<file path="config.mk">
export PLATFORM = sky130hd
export DESIGN_NAME = pc_sequencer
export DESIGN_NICKNAME = d
export VERILOG_FILES = /design/src/rtl/pc_sequencer.sv
export SDC_FILE = /design/constraint.sdc
export NUM_CORES = 1
export LEC_CHECK = 0
export CAP_MARGIN = 20
export CORE_ASPECT_RATIO = 2
export CORE_MARGIN = 4
export CORE_UTILIZATION = 50
export DETAILED_ROUTE_END_ITERATION = 12
export PLACE_DENSITY = 0.81
export SLEW_MARGIN = 20
export SYNTH_ARGS = -nofsm -noshare
export SYNTH_HDL_FRONTEND = slang
export SYNTH_SLANG_ARGS = --single-unit
</file>
<file path="constraint.sdc">
create_clock -name clk -period 3.85 [get_ports clk]
set_input_delay 0.5775 -clock clk [delete_from_list [all_inputs] [get_ports clk]]
set_output_delay 0.5775 -clock clk [all_outputs]
set_load 0.01 [all_outputs]
</file>
<file path="src/rtl/pc_sequencer.sv">
// Registered PC sequencer: sequential advance, relative branch, absolute jump and vector repeat.
// Optional build macro PCSEQ_ALIGN_CHK_EN rejects misaligned jump/branch targets instead of masking them.
module pc_sequencer #(
    parameter int                 WIDTH    = 16,
    parameter int                 STEP     = 2,
    parameter logic [WIDTH-1:0]   RESET_PC = '0,
    parameter int                 VLEN_W   = 8
) (
    input  logic              clk,
    input  logic              rst_n,
    input  logic              stall,
    input  logic              jmp,
    input  logic [WIDTH-1:0]  jmp_tgt,
    input  logic              br_take,
    input  logic [WIDTH-1:0]  br_off,
    input  logic              vec_start,
    input  logic [VLEN_W-1:0] vec_len,
    output logic [WIDTH-1:0]  pc,
    output logic [VLEN_W-1:0] elem_idx,
    output logic              vec_busy,
    output logic              vec_done,
    output logic              misalign
);

    localparam logic [WIDTH-1:0] STEP_V     = WIDTH'(STEP);
    // STEP is a power of two, so STEP-1 covers exactly the alignment bits.
    localparam logic [WIDTH-1:0] ALIGN_MASK = WIDTH'(STEP - 1);

    logic [WIDTH-1:0]  pc_q, pc_d;
    logic [VLEN_W-1:0] elem_idx_q, elem_idx_d;
    logic [VLEN_W-1:0] vlen_q, vlen_d;
    logic              vec_busy_q, vec_busy_d;
    logic              vec_done_q, vec_done_d;
    logic              misalign_q, misalign_d;

    logic [WIDTH-1:0]  seq_pc;
    logic [WIDTH-1:0]  tgt;

    always_comb begin
        pc_d       = pc_q;
        elem_idx_d = elem_idx_q;
        vlen_d     = vlen_q;
        vec_busy_d = vec_busy_q;
        vec_done_d = 1'b0;
        misalign_d = 1'b0;
        seq_pc     = pc_q + STEP_V;
        tgt        = jmp ? jmp_tgt : (pc_q + br_off);

        if (!stall) begin
            if (vec_busy_q) begin
                if (elem_idx_q < (vlen_q - VLEN_W'(1))) begin
                    elem_idx_d = elem_idx_q + VLEN_W'(1);
                end else begin
                    vec_busy_d = 1'b0;
                    elem_idx_d = '0;
                    vec_done_d = 1'b1;
                    pc_d       = seq_pc;
                end
            end else if (jmp || br_take) begin
`ifdef PCSEQ_ALIGN_CHK_EN
                if ((tgt & ALIGN_MASK) != '0) begin
                    pc_d       = seq_pc;
                    misalign_d = 1'b1;
                end else begin
                    pc_d = tgt;
                end
`else
                pc_d = tgt & ~ALIGN_MASK;
`endif
            end else if (vec_start && (vec_len != '0)) begin
                vlen_d     = vec_len;
                vec_busy_d = 1'b1;
                elem_idx_d = '0;
            end else begin
                pc_d = seq_pc;
            end
        end
    end

    always_ff @(posedge clk or negedge rst_n) begin
        if (!rst_n) begin
            pc_q       <= RESET_PC;
            elem_idx_q <= '0;
            vlen_q     <= '0;
            vec_busy_q <= 1'b0;
            vec_done_q <= 1'b0;
            misalign_q <= 1'b0;
        end else begin
            pc_q       <= pc_d;
            elem_idx_q <= elem_idx_d;
            vlen_q     <= vlen_d;
            vec_busy_q <= vec_busy_d;
            vec_done_q <= vec_done_d;
            misalign_q <= misalign_d;
        end
    end

    assign pc       = pc_q;
    assign elem_idx = elem_idx_q;
    assign vec_busy = vec_busy_q;
    assign vec_done = vec_done_q;
    assign misalign = misalign_q;

endmodule

</file>
==> metrics.cfg <==
[status]
status=complete, no violations

[detailed_routing]
routed_via_density=6.33
ant_nets=0
drt-total-wl_um=8620
drtIter0Drc=251
wl_per_cell_um=18.0
first_pass_iters=6
vias=3032
drc_errors=0

[worst_setup_path]
arrival_ns=3.63
required_ns=4.01
worst_setup_path_start_kind=flop
critPathKind=flop to flop
end_kind=flop
r2r_cells=11
critPathMaxFanout=8

[die]
dieHeight_um=116
boundaryPins=73
initial_core_util_pct=51.1
num_rows=39
dieArea_um2=7130
core_area_um2=5660
fp.dieW_um=61.8

[clock_network]
cts-resized-gates=0
postCtsHoldBufs=0
clock-root-buffer=clkbuf_16
clkTransAtPathRegs_ns=0.05
worst_skew_pair.late_latency_ns=0.27
clock-sinks=33
cts_max_level=2
clk_path_buf_depth=2
cts_tree=done
cts_buffers=5
post_cts_buffers=0

[placed_design]
gp_congestion=0.872
io_buffer_count=68
place_ws_ns=0.414
dp_hpwl_um=6600

[timing]
relSlewSlack_pct=57.9
setup_viol=0
worst_pin_slew_ns=0.631
fin_tns_setup_ns=0
setup_slack_ns=0.377
hold_viol=0
hold_ws_ns=0.541
skew_ns=0.00372
rsz0062_at_grt=false
max_freq_ghz=0.288
slew_violations=0
final.min_clock_period_ns=3.47
fin_crit_sh_pct=90.2

[synth]
synthFlopType=dfrtp_1
synth_cell_type_count=55
synthSimpleGateAreaFrac_pct=19.5
synth_top_family_by_area=compound AO/OA/AOI/OAI gates
ys_warn_count=0
synth_edf_count=0
synthArstFlopShare_pct=100
synthAdderAreaFrac_pct=10.4
synth.area.mux_share_pct=4.16
synth_compound_area_share_pct=27.4
synth_area_um2=2890
synth_xor_area_share_pct=5.76
synth-seq-area-share_pct=28.6
synth_cells=354
synth-seq-cells=33
syn_area_per_cell_um2=8.16

[global_routing]
track_usage_pct=25.9
antenna_found_initial=0
overflow=0
grt_max_degree=34
grt_pass1_wl_um=14100
grt_pass1_vias=3107

[power_and_ir_drop]
max-vdd-ir-drop_uv=475
powerDensity_nw_per_um2=761
p_leak_uw=0.00153

[worst_hold_path]
whs_path_depth=1
min_path_type=flop to flop

[cells_and_area]
final_core_util_pct=66.4
drive_gt1_share_pct=6.70
nNetsFinal=488
area_delta_synth_final_pct=30.0
multi_input_area_um2=1950
nFillCells=509
seq_area_um2=826
antenna_cells=0
final_cell_mix=clkdlybuf4s50_1, nor2_1, o21ai_0, dfrtp_1, a21oi_1
final_common_cell=clkdlybuf4s50_1

[run]
drv_cap=0

[state kept, by name, indices dropped and copies added, names as in the netlist]
register and flops:
elem_idx 8, pc 15, vec_busy 1, vec_done 1, vlen_q 8
[worst max-delay path, cell delays in order, from the launching register on]
cell	delay, ns
dfrtp_1	0.40
or4_1	0.56
nor4_1	0.25
xnor2_1	0.12
ha_1	0.31
nand4_1	0.11
a211oi_1	0.44
or2_1	0.33
and3_1	0.35
buf_4	0.21
mux2i_1	0.22
a21oi_1	0.06
[worst paths after layout]
check,endpoint,slack [ns],start
min,vlen_q[7]$_DFFE_PN0P_,0.54,vlen_q[7]$_DFFE_PN0P_
max reg2reg,pc[15]$_DFFE_PN0P_,0.38,vlen_q[5]$_DFFE_PN0P_
min reg2reg,vlen_q[7]$_DFFE_PN0P_,0.54,vlen_q[7]$_DFFE_PN0P_
max in group asynchronous,vlen_q[5]$_DFFE_PN0P_,2.82,rst_n
max,pc[15]$_DFFE_PN0P_,0.38,vlen_q[5]$_DFFE_PN0P_
min in group asynchronous,elem_idx[5]$_DFFE_PN0P_,0.71,rst_n
[layout make-up]
cell class,instances,share of cell area (%)
Clock buffer,7,3.79
Multi-Input combinational cell,294,51.9
Tap cell,61,2.03
Timing Repair Buffer,74,19.3
Inverter,10,0.999
Sequential cell,33,22.0
[cells by family (layout without fill, tap and decap cells)]
family,count (synthesis),in the layout
xor gates and xnor gates,19,19
DFF,33,33
buffers and inverters,28,91
adders and majority gates,24,24
AOI/OAI and AO/OA,125,125
and+or+nand+nor,113,113
muxes,11,11
other,1,2
[layer usage]
metal	share of wire, %	GRT usage [%]
met3	4.6	3.23
met1	36	27.7
met4	5.0	16.1
met2	55	45.3
met5	0	0
[Yosys cell counts (all sizes together) (3+ instances only)]
master	count	share of area [%]
o21ai	37	6.4
nor2	35	4.6
dfrtp	33	29
a21oi	32	5.5
nand2	25	3.2
ha	24	10
xnor2	14	4.2
clkbuf	12	1.6
nand3	12	2.1
inv	10	1.3
a31oi	9	1.9
mux2	8	3.1
nor3	8	1.4
a21o	7	1.8
buf	6	1.2
nand4	6	1.5
and3	5	1.1
o31ai	5	1.3
xor2	5	1.5
a211oi	4	1.0
a221oi	4	1.2
nand2b	4	0.87
nor2b	4	0.87
o211ai	4	1.4
o22a	4	1.2
a2bb2oi	3	0.91
mux2i	3	1.0
nor4	3	0.87
o22ai	3	0.65
or4	3	0.91
[stage by stage]
step | cells | cell area, um2 | total power [uW]
5_1_grt | 479 | 3760 | 3100
2_1_floorplan | 355 | 2890 | 1850
4_1_cts | 479 | 3760 | 2840
6_report | 479 | 3760 | 2860
3_3_place_gp | 472 | 3620 | 2390
3_5_place_dp | 472 | 3620 | 2430
[where the power goes]
group / internal (uW) / switching, uW / leakage [uW]
clock network: 254 / 138 / 0.0000700
registers: 491 / 234 / 0.000408
logic: 817 / 924 / 0.00105
total: 1560 / 1300 / 0.00153
Note: power is estimated with default switching activity, not from simulation.
